`src/rtl/alu_pkg.sv`:
```
// Shared types and constants for the two-requester ALU share arbiter.
package alu_pkg;

  localparam int unsigned NREQ    = 2;
  localparam int unsigned ALU_OPW = 2;

  typedef enum logic [1:0] {IDLE, EXEC, RESP} arb_state_t;
  typedef logic [ALU_OPW-1:0] alu_op_t;

endpackage

```
`src/rtl/alu_rr_grant.sv`:
```
// Combinational 2-way round-robin picker: a lone valid always wins, a tie goes
// to the requester that was not granted last.
module alu_rr_grant
  import alu_pkg::*;
(
  input  logic [NREQ-1:0] i_valid,
  input  logic            i_last_grant,
  output logic [NREQ-1:0] o_grant,
  output logic            o_id
);

  always_comb begin
    o_grant = '0;
    o_id    = 1'b0;
    case (i_valid)
      2'b01: begin
        o_grant = 2'b01;
        o_id    = 1'b0;
      end
      2'b10: begin
        o_grant = 2'b10;
        o_id    = 1'b1;
      end
      2'b11: begin
        o_grant = i_last_grant ? 2'b01 : 2'b10;
        o_id    = ~i_last_grant;
      end
      default: ;
    endcase
  end

endmodule

```
`src/rtl/alu_share_arbiter.sv`:
```
// Shares one combinational ALU between two requesters: round-robin grant, hold
// operands for ALU_LAT cycles, capture the result and return it tagged by id.
module alu_share_arbiter
  import alu_pkg::*;
#(
  parameter int unsigned BITS    = 8,
  parameter int unsigned OPW     = 2,
  parameter int unsigned ALU_LAT = 2
) (
  input  logic            i_clk,
  input  logic            i_rst,
  input  logic            i_req0_valid,
  output logic            o_req0_ready,
  input  logic [OPW-1:0]  i_req0_op,
  input  logic [BITS-1:0] i_req0_argA,
  input  logic [BITS-1:0] i_req0_argB,
  input  logic            i_req1_valid,
  output logic            o_req1_ready,
  input  logic [OPW-1:0]  i_req1_op,
  input  logic [BITS-1:0] i_req1_argA,
  input  logic [BITS-1:0] i_req1_argB,
  output logic [OPW-1:0]  o_alu_op,
  output logic [BITS-1:0] o_alu_argA,
  output logic [BITS-1:0] o_alu_argB,
  input  logic [BITS-1:0] i_alu_result,
  output logic            o_rsp_valid,
  input  logic            i_rsp_ready,
  output logic            o_rsp_id,
  output logic [BITS-1:0] o_rsp_result,
  output logic            o_busy
);

  localparam int unsigned CNT_W = (ALU_LAT == 0) ? 1 : $clog2(ALU_LAT + 1);

  if (ALU_LAT == 0) begin : g_lat_check
    $error("alu_share_arbiter: ALU_LAT must be >= 1");
  end

  arb_state_t        r_state;
  arb_state_t        w_state_nxt;
  logic [CNT_W-1:0]  r_cnt;
  logic              r_last_grant;
  logic [OPW-1:0]    r_alu_op;
  logic [BITS-1:0]   r_alu_argA;
  logic [BITS-1:0]   r_alu_argB;
  logic              r_rsp_id;
  logic [BITS-1:0]   r_rsp_result;

  logic [NREQ-1:0]   w_grant;
  logic              w_id;
  logic              w_accept;
  logic              w_capture;

  alu_rr_grant u_rr_grant (
    .i_valid      ({i_req1_valid, i_req0_valid}),
    .i_last_grant (r_last_grant),
    .o_grant      (w_grant),
    .o_id         (w_id)
  );

  always_comb begin
    w_state_nxt = r_state;
    w_accept    = 1'b0;
    w_capture   = 1'b0;
    unique case (r_state)
      IDLE: begin
        if (|w_grant) begin
          w_accept    = 1'b1;
          w_state_nxt = EXEC;
        end
      end
      EXEC: begin
        if (r_cnt == '0) begin
          w_capture   = 1'b1;
          w_state_nxt = RESP;
        end
      end
      RESP: begin
        if (i_rsp_ready) w_state_nxt = IDLE;
      end
      default: w_state_nxt = IDLE;
    endcase
  end

  always_ff @(posedge i_clk or posedge i_rst) begin
    if (i_rst) begin
      r_state      <= IDLE;
      r_cnt        <= '0;
      r_last_grant <= 1'b1;
      r_alu_op     <= '0;
      r_alu_argA   <= '0;
      r_alu_argB   <= '0;
      r_rsp_id     <= 1'b0;
      r_rsp_result <= '0;
    end else begin
      r_state <= w_state_nxt;
      if (w_accept) begin
        r_cnt        <= CNT_W'(ALU_LAT - 1);
        r_last_grant <= w_id;
        r_rsp_id     <= w_id;
        r_alu_op     <= w_id ? i_req1_op   : i_req0_op;
        r_alu_argA   <= w_id ? i_req1_argA : i_req0_argA;
        r_alu_argB   <= w_id ? i_req1_argB : i_req0_argB;
      end else if (r_state == EXEC && r_cnt != '0) begin
        r_cnt <= r_cnt - CNT_W'(1);
      end
      if (w_capture) r_rsp_result <= i_alu_result;
    end
  end

  // Ready is gated by reset so it reads zero while reset is asserted.
  assign o_req0_ready = (r_state == IDLE) && !i_rst && w_grant[0];
  assign o_req1_ready = (r_state == IDLE) && !i_rst && w_grant[1];
  assign o_alu_op     = r_alu_op;
  assign o_alu_argA   = r_alu_argA;
  assign o_alu_argB   = r_alu_argB;
  assign o_rsp_valid  = (r_state == RESP);
  assign o_rsp_id     = r_rsp_id;
  assign o_rsp_result = r_rsp_result;
  assign o_busy       = (r_state != IDLE);

endmodule

```
`config.mk`:
```
export PLATFORM = sky130hd
export DESIGN_NAME = alu_share_arbiter
export DESIGN_NICKNAME = d
export VERILOG_FILES = /design/src/rtl/alu_pkg.sv /design/src/rtl/alu_rr_grant.sv /design/src/rtl/alu_share_arbiter.sv
export SDC_FILE = /design/constraint.sdc
export NUM_CORES = 1
export LEC_CHECK = 0
export BUFFER_PORTS_ARGS = -buffer_cell sky130_fd_sc_hd__buf_2
export CORE_ASPECT_RATIO = 1.4
export CORE_MARGIN = 4
export CORE_UTILIZATION = 45
export DETAILED_ROUTE_END_ITERATION = 7
export GPL_TIMING_DRIVEN = 0
export PLACE_DENSITY = 0.82
export SYNTH_ARGS = -nofsm -noshare
export SYNTH_HDL_FRONTEND = slang
export SYNTH_SLANG_ARGS = --single-unit
export TNS_END_PERCENT = 20
```
`constraint.sdc`:
```
create_clock -name i_clk -period 1.5 [get_ports i_clk]
set_input_delay 0.225 -clock i_clk [delete_from_list [all_inputs] [get_ports i_clk]]
set_output_delay 0.225 -clock i_clk [all_outputs]
set_load 0.005 [all_outputs]
```
==> impl_metrics.env, run 1 <==
export IMPL_vias=1181
export IMPL_multi_input_area_um2=715.7
export IMPL_critical_path_buf_inv_count=2
export IMPL_grt_pass1_wl_mm=5.319
export IMPL_period_share_pct=102.9
export IMPL_dr_wl_met2_mm=1.690
export IMPL_violations="negative setup slack"
export IMPL_clk_pin_slew_ns=0.06
export IMPL_rsz0062_at_grt="true"
export IMPL_port_buffers=79
export IMPL_highest_layer="met4"
export IMPL_ant_nets=0
export IMPL_drt_met1_wl_mm=1.265
export IMPL_crit_type="reg2reg"
export IMPL_setup_tns_ns=-0.2096
export IMPL_initial_core_util_pct=46.30
export IMPL_fin_skew_ns=0.004941
export IMPL_leakage_nw=1.122
export IMPL_power_density_nw_per_um2=1852
export IMPL_path_cells="a21boi_2 -> buf_6 -> buf_12 -> mux2_4 -> mux2_4"
export IMPL_clockBufferDepth=2
export IMPL_fill_cells=298
export IMPL_slew_viol_final=0
export IMPL_synth_async_reset_ratio_pct=100.0
export IMPL_rr_startpoint="r_last_grant"
export IMPL_r2r_slack_ns=-0.04
export IMPL_drt_pass1_iter_count=3
export IMPL_wire_per_inst_um=13.79
export IMPL_clock_sinks=32
export IMPL_synth_seq_cells=32
export IMPL_final_layout_size_suffix_gt1_share_pct=72.36
export IMPL_crit_top_cell="mux2_4"
export IMPL_antenna_cells=0
export IMPL_synth_area_um2=1564
export IMPL_routed_wl_mm=3.297
export IMPL_tightest_slew_ns=0.7685
export IMPL_yosysWarnings=0
export IMPL_cp_start_kind="register"
export IMPL_cp_slowest_cell="dfstp_2"
export IMPL_chipWidth_um=57.83
export IMPL_dr_wl_met3_um=298
export IMPL_min_path_type="in2async"
export IMPL_die_area_um2=4496
export IMPL_synth_seq_area_share_pct=51.28
export IMPL_hold_viol_final=0
export IMPL_path_max_fanout=7
export IMPL_antenna_found_initial=0
export IMPL_worstSkewPairLatency_ns=0.28
export IMPL_fin_hold_ws_ns=0.01731
export IMPL_cts_tree="done"
export IMPL_rr_worst_depth=5
export IMPL_grt_overflow=0
export IMPL_seqCellArea_um2=803.3
export IMPL_drt_iter0_markers=10
export IMPL_drc_errors=0
export IMPL_avgSynthCellArea_um2=14.75
export IMPL_synth_edf_count=0
export IMPL_cp_slowest_stage_delay_ns=0.54
export IMPL_min_period_ns=1.544
export IMPL_syn_inst=106
export IMPL_max_freq_mhz=647.9
export IMPL_critPathTopFamily="flip-flops"
export IMPL_nets=248
export IMPL_vdd_drop_max_mv=1.162
export IMPL_ios=80
export IMPL_required_ns=1.66
export IMPL_end_kind="register"
export IMPL_clockRootBuffer="clkbuf_8"
export IMPL_grt_pass1_vias=1206
export IMPL_slew_headroom_pct=48.48
export IMPL_fp_dieH_um=77.76
export IMPL_outcome="finished, violations left"
export IMPL_gp_congestion=0.6911
export IMPL_dominantRegCellSynth="dfrtp_1"
export IMPL_dp_hpwl_mm=2.491
export IMPL_worst_slack_ns=-0.04350
export IMPL_regToRegEndpoint="o_alu_argB[7]"
export IMPL_final_cell_mix="buf_2 (78), dfrtp_1 (30), mux2_2 (25)"
export IMPL_core_um2=3378
export IMPL_drv_cap=0
export IMPL_cp_arrival_ns=1.70
export IMPL_vias_per_cell=4.941
export IMPL_final_util_pct=64.67
export IMPL_cts_buffers=5
export IMPL_track_usage_pct=15.57
export IMPL_layout_commonest_cell="buf_2"
export IMPL_rows=25
export IMPL_htree_levels=2
export IMPL_ys_types=23
export IMPL_setup_viol=7
export IMPL_area_growth_pct=39.68
export IMPL_syn_num_nets=156
export IMPL_grt_max_degree=17
## final cells by class
class / count / area share, %
sequential: 32 / 36.77
multi-input combinational: 64 / 32.76
timing repair buffer: 84 / 21.36
clock buffer: 8 / 3.666
tap: 40 / 2.291
buffer: 4 / 1.718
inverter: 6 / 1.203
timing repair inverter: 1 / 0.2291
## cell families after synthesis
group,count (synthesis),share of synthesized area [%]
mux,44,36.00
fa+ha+maj,1,0.7999
flops,32,51.28
simple gates,9,3.680
compound gates,9,4.160
buf+inv,10,3.520
xor+xnor,1,0.5601
## stage by stage
stage          std cells  worst slack [ns]  instance area, um2  power, mW
6_report             239          -0.04350                2185      4.046
5_1_grt              239          -0.08724                2185      4.324
4_1_cts              238          -0.04282                2167      4.043
3_5_place_dp         225           -0.4244                2009      3.330
3_3_place_gp         225           -0.4156                2009      3.265
2_1_floorplan        106           0.08003                1564      2.670
## worst reg2reg max path, stage by stage, from the launching register on
cell      delay, ns
dfstp_2        0.54
a21boi_2       0.07
buf_6          0.15
buf_12         0.13
mux2_4         0.28
mux2_4         0.26
## registers in the layout (all words and copies together), names as in the netlist
register and count:
r_last_grant 1, o_alu_argB 8, o_alu_op 2, o_alu_argA 8
r_cnt 2, o_rsp_id 1, r_state 2, o_rsp_result 8
## Yosys cell counts (all sizes together), types with 2 or more instances
cell	n	area [um2]
o21ai	4	23.77
inv	6	22.52
buf	4	32.53
mux2	44	563.0
nand2	2	7.510
nand2b	2	12.51
dfrtp	31	775.7
## routing by layer
| layer | vias up | global-route usage [%] |
|---|---|---|
| met2 | 62 | 27.60 |
| met4 | 0 | 6.961 |
| met5 | - | 0 |
| met3 | 5 | 4.326 |
| li1 | 556 | - |
| met1 | 558 | 16.68 |
## worst max-delay path by stage
| stage | start | endpoint | slack, ns | depth (start not counted) |
|---|---|---|---|---|
| after CTS | r_last_grant | o_req1_ready | -0.04 | 4 |
| after detailed placement | i_rst | o_req1_ready | -0.42 | 4 |
| after global placement | i_rst | o_req1_ready | -0.42 | 4 |
| final | r_last_grant | o_alu_argB[7] | -0.04 | 5 |
| after floorplan | i_rst | o_req1_ready | 0.08 | 2 |
| after global routing | r_last_grant | o_req1_ready | -0.09 | 4 |
## where the power goes
part	switching (mW)	internal, mW
sequential	0.236	1.33
combinational	0.725	1.14
clock	0.288	0.329
total	1.25	2.80
## repair_timing
| action | CTS | global route |
|---|---|---|
| hold endpoints to repair | 15 | 0 |
| cloned | 1 | 0 |
| gates resized for setup | 3 | 6 |
| setup endpoints to repair | 2 | 15 |
| hold buffers | 1 | 0 |
| buffers inserted | 3 | 1 |
| pin swaps | 0 | 1 |
No activity file was read; power rests on OpenSTA's default activity.
==> run 2, diff against run 1 <==
--- a/config.mk
+++ b/config.mk
@@ -11,6 +11,7 @@
 export CORE_UTILIZATION = 45
 export DETAILED_ROUTE_END_ITERATION = 7
 export GPL_TIMING_DRIVEN = 0
+export MAX_ROUTING_LAYER = met4
 export PLACE_DENSITY = 0.82
 export SYNTH_ARGS = -nofsm -noshare
 export SYNTH_HDL_FRONTEND = slang
==> impl_metrics.env, run 2 (synthesis gave the netlist of run 1 again) <==
export IMPL_fill_cells=298
export IMPL_initial_core_util_pct=46.30
export IMPL_worstSkewPairLatency_ns=0.28
export IMPL_drt_pass1_iter_count=2
export IMPL_finalPower_mw=4.048
export IMPL_rr_worst_depth=5
export IMPL_vdd_drop_max_mv=1.161
export IMPL_vias_per_cell=4.954
export IMPL_required_ns=1.66
export IMPL_fin_skew_ns=0.003817
export IMPL_multi_input_area_um2=715.7
export IMPL_clock_sinks=32
export IMPL_cts_buffers=5
export IMPL_final_layout_size_suffix_gt1_share_pct=72.36
export IMPL_critPathTopFamily="flip-flops"
export IMPL_slew_viol_final=0
export IMPL_wire_per_inst_um=13.73
export IMPL_antenna_found_initial=0
export IMPL_power_density_nw_per_um2=1853
export IMPL_cp_start_kind="register"
export IMPL_path_max_fanout=7
export IMPL_seqCellArea_um2=803.3
export IMPL_core_um2=3378
export IMPL_gp_congestion=0.6984
export IMPL_setup_viol=7
export IMPL_fp_dieH_um=77.76
export IMPL_cp_slowest_stage_delay_ns=0.54
export IMPL_period_share_pct=102.7
export IMPL_drc_errors=0
export IMPL_port_buffers=79
export IMPL_fin_hold_ws_ns=0.01560
export IMPL_clockRootBuffer="clkbuf_8"
export IMPL_rsz0062_at_grt="true"
export IMPL_leakage_nw=1.122
export IMPL_rows=25
export IMPL_area_growth_pct=39.68
export IMPL_path_cells="a21boi_2 -> buf_6 -> buf_12 -> mux2_4 -> mux2_4"
export IMPL_hold_viol_final=0
export IMPL_crit_top_cell="mux2_4"
export IMPL_htree_levels=2
export IMPL_worst_slack_ns=-0.04113
export IMPL_crit_type="reg2reg"
export IMPL_min_path_type="in2async"
export IMPL_ios=80
export IMPL_clk_pin_slew_ns=0.06
export IMPL_drt_iter0_markers=16
export IMPL_end_kind="register"
export IMPL_die_area_um2=4496
export IMPL_grt_pass1_wl_mm=5.313
export IMPL_cp_slowest_cell="dfstp_2"
export IMPL_routed_wl_mm=3.282
export IMPL_tightest_slew_ns=0.7576
export IMPL_vias=1184
export IMPL_grt_pass1_vias=1205
export IMPL_chipWidth_um=57.83
export IMPL_nets=248
export IMPL_critical_path_buf_inv_count=2
export IMPL_ant_nets=0
export IMPL_clockBufferDepth=2
export IMPL_pre_cts_ws_ns=-0.4244
export IMPL_drv_cap=0
export IMPL_outcome="finished, violations left"
export IMPL_min_period_ns=1.541
export IMPL_max_freq_mhz=648.9
export IMPL_grt_overflow=0
export IMPL_grt_max_degree=17
export IMPL_cts_tree="done"
export IMPL_antenna_cells=0
export IMPL_violations="negative setup slack"
export IMPL_cp_depth=5
export IMPL_track_usage_pct=15.99
export IMPL_slew_headroom_pct=49.22
export IMPL_cp_arrival_ns=1.70
export IMPL_dp_hpwl_mm=2.491
export IMPL_layout_commonest_cell="buf_2"
export IMPL_final_cell_mix="buf_2 (78), dfrtp_1 (30), mux2_2 (25)"
==> run 2: cell counts in the layout (fill, tap and decap cells not counted) <==
Identical to the previous run, type by type.
==> run 2: worst paths after layout <==
| path | start | end | slack, ns |
|---|---|---|---|
| max in group asynchronous | i_rst | r_state[0] | 0.35 |
| worst max register to register | r_last_grant | o_alu_argB[7] | -0.04 |
| worst min-delay path | i_rst | r_last_grant | 0.02 |
| min in group i_clk | i_rsp_ready | r_state[1] | 0.16 |
| worst max-delay path | r_last_grant | o_alu_argB[7] | -0.04 |
| worst min register to register | o_rsp_result[4] | o_rsp_result[4] | 0.50 |
==> run 2: per-layer routing <==
metal | global-route usage (%) | wire (um)
met1 | 17.01 | 1229
met5 | - | 0
met2 | 27.60 | 1716
met3 | 3.827 | 286
met4 | 6.961 | 50
==> run 2: power breakdown <==
part	total, mW	switching (mW)	internal [mW]
clock	0.620	0.291	0.329
combinational	1.86	0.723	1.14
sequential	1.57	0.237	1.33
total	4.05	1.25	2.80
==> run 2: stage by stage <==
stage	TNS [ns]	cells	utilization, %	area (um2)
2_1_floorplan	0	106	-	1564
3_3_place_gp	-0.4156	225	59.48	2009
3_5_place_dp	-0.4244	225	59.48	2009
4_1_cts	-0.2221	238	64.15	2167
5_1_grt	-0.8313	239	64.67	2185
6_report	-0.2001	239	64.67	2185
==> run 2: cell type report <==
class,instances,share of cell area (%)
multi-input combinational,64,32.76
clock buffer,8,3.666
inverter,6,1.203
sequential,32,36.77
buffer,4,1.718
tap,40,2.291
timing repair buffer,84,21.36
timing repair inverter,1,0.2291
==> run 2: what timing repair did <==
item / CTS / global route
setup buffers: 3 / 1
cloned: 1 / 0
hold buffers: 1 / 0
endpoints found under the hold margin: 15 / 0
pin swaps: 0 / 1
gates resized for setup: 3 / 6
setup endpoints to repair: 2 / 15
==> run 3, diff against run 2 <==
--- a/config.mk
+++ b/config.mk
@@ -12,7 +12,8 @@
 export DETAILED_ROUTE_END_ITERATION = 7
 export GPL_TIMING_DRIVEN = 0
 export MAX_ROUTING_LAYER = met4
-export PLACE_DENSITY = 0.82
+export PLACE_DENSITY = 0.79
+export SETUP_SLACK_MARGIN = 0.02
 export SYNTH_ARGS = -nofsm -noshare
 export SYNTH_HDL_FRONTEND = slang
 export SYNTH_SLANG_ARGS = --single-unit
==> impl_metrics.env, run 3 (synthesis gave the netlist of run 1 again) <==
export IMPL_slew_viol_final=0
export IMPL_hold_viol_final=0
export IMPL_finalPower_mw=4.095
export IMPL_worstSkewPairLatency_ns=0.27
export IMPL_antenna_found_initial=0
export IMPL_ios=80
export IMPL_period_share_pct=104.0
export IMPL_cp_start_kind="register"
export IMPL_initial_core_util_pct=46.30
export IMPL_cp_slowest_cell="dfstp_2"
export IMPL_core_um2=3378
export IMPL_post_dp_cell_area_um2=2009
export IMPL_vdd_drop_max_mv=1.107
export IMPL_combPwrFrac_pct=45.5
export IMPL_switching_share_pct=30.87
export IMPL_nets=250
export IMPL_antenna_cells=0
export IMPL_final_cell_mix="buf_2 (81), dfrtp_1 (30), mux2_2 (26)"
export IMPL_final_layout_size_suffix_gt1_share_pct=73.63
export IMPL_slew_headroom_pct=47.09
export IMPL_required_ns=1.66
export IMPL_cp_slowest_stage_delay_ns=0.56
export IMPL_grt_overflow=0
export IMPL_area_growth_pct=40.56
export IMPL_grt_pass1_vias=1355
export IMPL_clock_sinks=32
export IMPL_min_period_ns=1.559
export IMPL_gp_congestion=0.7016
export IMPL_dp_hpwl_mm=2.676
export IMPL_port_buffers=79
export IMPL_clk_pin_slew_ns=0.06
export IMPL_worst_slack_ns=-0.05926
export IMPL_die_area_um2=4496
export IMPL_internal_power_mw=2.831
export IMPL_crit_type="reg2reg"
export IMPL_power_density_nw_per_um2=1863
export IMPL_drt_iter0_markers=16
export IMPL_vias=1191
export IMPL_cts_tree="done"
export IMPL_fin_hold_ws_ns=0.03129
export IMPL_layout_commonest_cell="buf_2"
export IMPL_fp_dieH_um=77.76
export IMPL_min_path_type="in2async"
export IMPL_rsz0062_at_grt="true"
export IMPL_seqPwrFrac_pct=38.5
export IMPL_fin_area_um2=2198
export IMPL_drv_cap=0
export IMPL_drc_errors=0
export IMPL_chipWidth_um=57.83
export IMPL_cp_arrival_ns=1.72
export IMPL_clockRootBuffer="clkbuf_8"
export IMPL_grt_pass1_wl_mm=6.037
export IMPL_path_cells="a21boi_4 -> buf_6 -> buf_4 -> mux2_4 -> mux2_2"
export IMPL_track_usage_pct=18.13
export IMPL_clkPwrFrac_pct=16.0
export IMPL_setup_viol=5
export IMPL_ant_nets=0
export IMPL_drt_pass1_iter_count=3
export IMPL_fin_skew_ns=0.007963
export IMPL_wire_per_inst_um=14.99
export IMPL_cts_buffers=5
export IMPL_p_sw_mw=1.264
export IMPL_clockBufferDepth=2
export IMPL_routed_wl_mm=3.612
export IMPL_violations="negative setup slack"
export IMPL_tightest_slew_ns=0.7894
export IMPL_vias_per_cell=4.942
export IMPL_rows=25
export IMPL_leakage_nw=1.134
export IMPL_end_kind="register"
export IMPL_path_max_fanout=5
export IMPL_max_freq_mhz=641.3
export IMPL_htree_levels=2
export IMPL_outcome="finished, violations left"
export IMPL_grt_max_degree=17
## run 3: cell count changes in the layout (fill, tap and decap cells not counted), sizes merged
cell,before,now
buf,87,89
## run 3: cell type report
cell class,count,area (um2)
Fill cell,285,1180
Sequential cell,32,803.3
Multi-Input combinational cell,64,724.4
Timing Repair Buffer,86,466.7
Clock buffer,8,90.09
Tap cell,40,50.05
Buffer,4,32.53
Inverter,6,26.28
Timing Repair inverter,1,5.005
## run 3: path summary, 6_finish.rpt
check	endpoint	depth (start not counted)	slack [ns]	start
max in group asynchronous	r_state[1]	3	0.28	i_rst
worst min-delay path	r_last_grant	2	0.03	i_rst
worst max-delay path	o_alu_argB[2]	5	-0.06	r_last_grant
worst min register to register	o_alu_argB[4]	1	0.50	o_alu_argB[4]
worst max register to register	o_alu_argB[2]	5	-0.06	r_last_grant
min in group i_clk	r_state[1]	2	0.15	i_rsp_ready
## run 3: worst max-delay path: cells and delay by family, from the launching register on
family                 cells  cell delay [ns]
flip-flops                 1             0.56
AO/OA/AOI/OAI              1             0.07
multiplexers               2             0.54
buffers and inverters      2             0.27
## run 3: timing repair
action	CTS	global route
cloned	2	0
hold endpoints to repair	15	0
pin swaps	1	2
endpoints found under the setup margin	13	26
hold buffers	1	0
gates resized for setup	2	4
setup buffers	3	2
## run 3: stage by stage
step	setup TNS [ns]	worst slack [ns]	instances	utilization, %
final	-0.1904	-0.05926	241	65.07
after CTS	-0.1895	-0.06568	239	64.11
after global placement	-0.3499	-0.3499	225	59.48
after detailed placement	-0.4034	-0.4034	225	59.48
after floorplan	0	0.08003	106	-
after global routing	-0.6127	-0.08867	241	65.07
## run 3: routing by layer
metal,wire length [um],track usage (%),part of all wire [%]
met3,339,4.992,9.4
met1,1288,19.03,36
met2,1945,31.79,54
met5,0,-,0
met4,39,6.497,1.1
## run 3: power by group through the flow
stage               registers (mW)  clock network, mW  logic [mW]
floorplan                     1.60                  0        1.07
global placement              1.55                  0        1.69
detailed placement            1.59                  0        1.77
CTS                           1.58              0.681        1.86
global route                  1.65              0.727        2.05
finish                        1.58              0.655        1.86
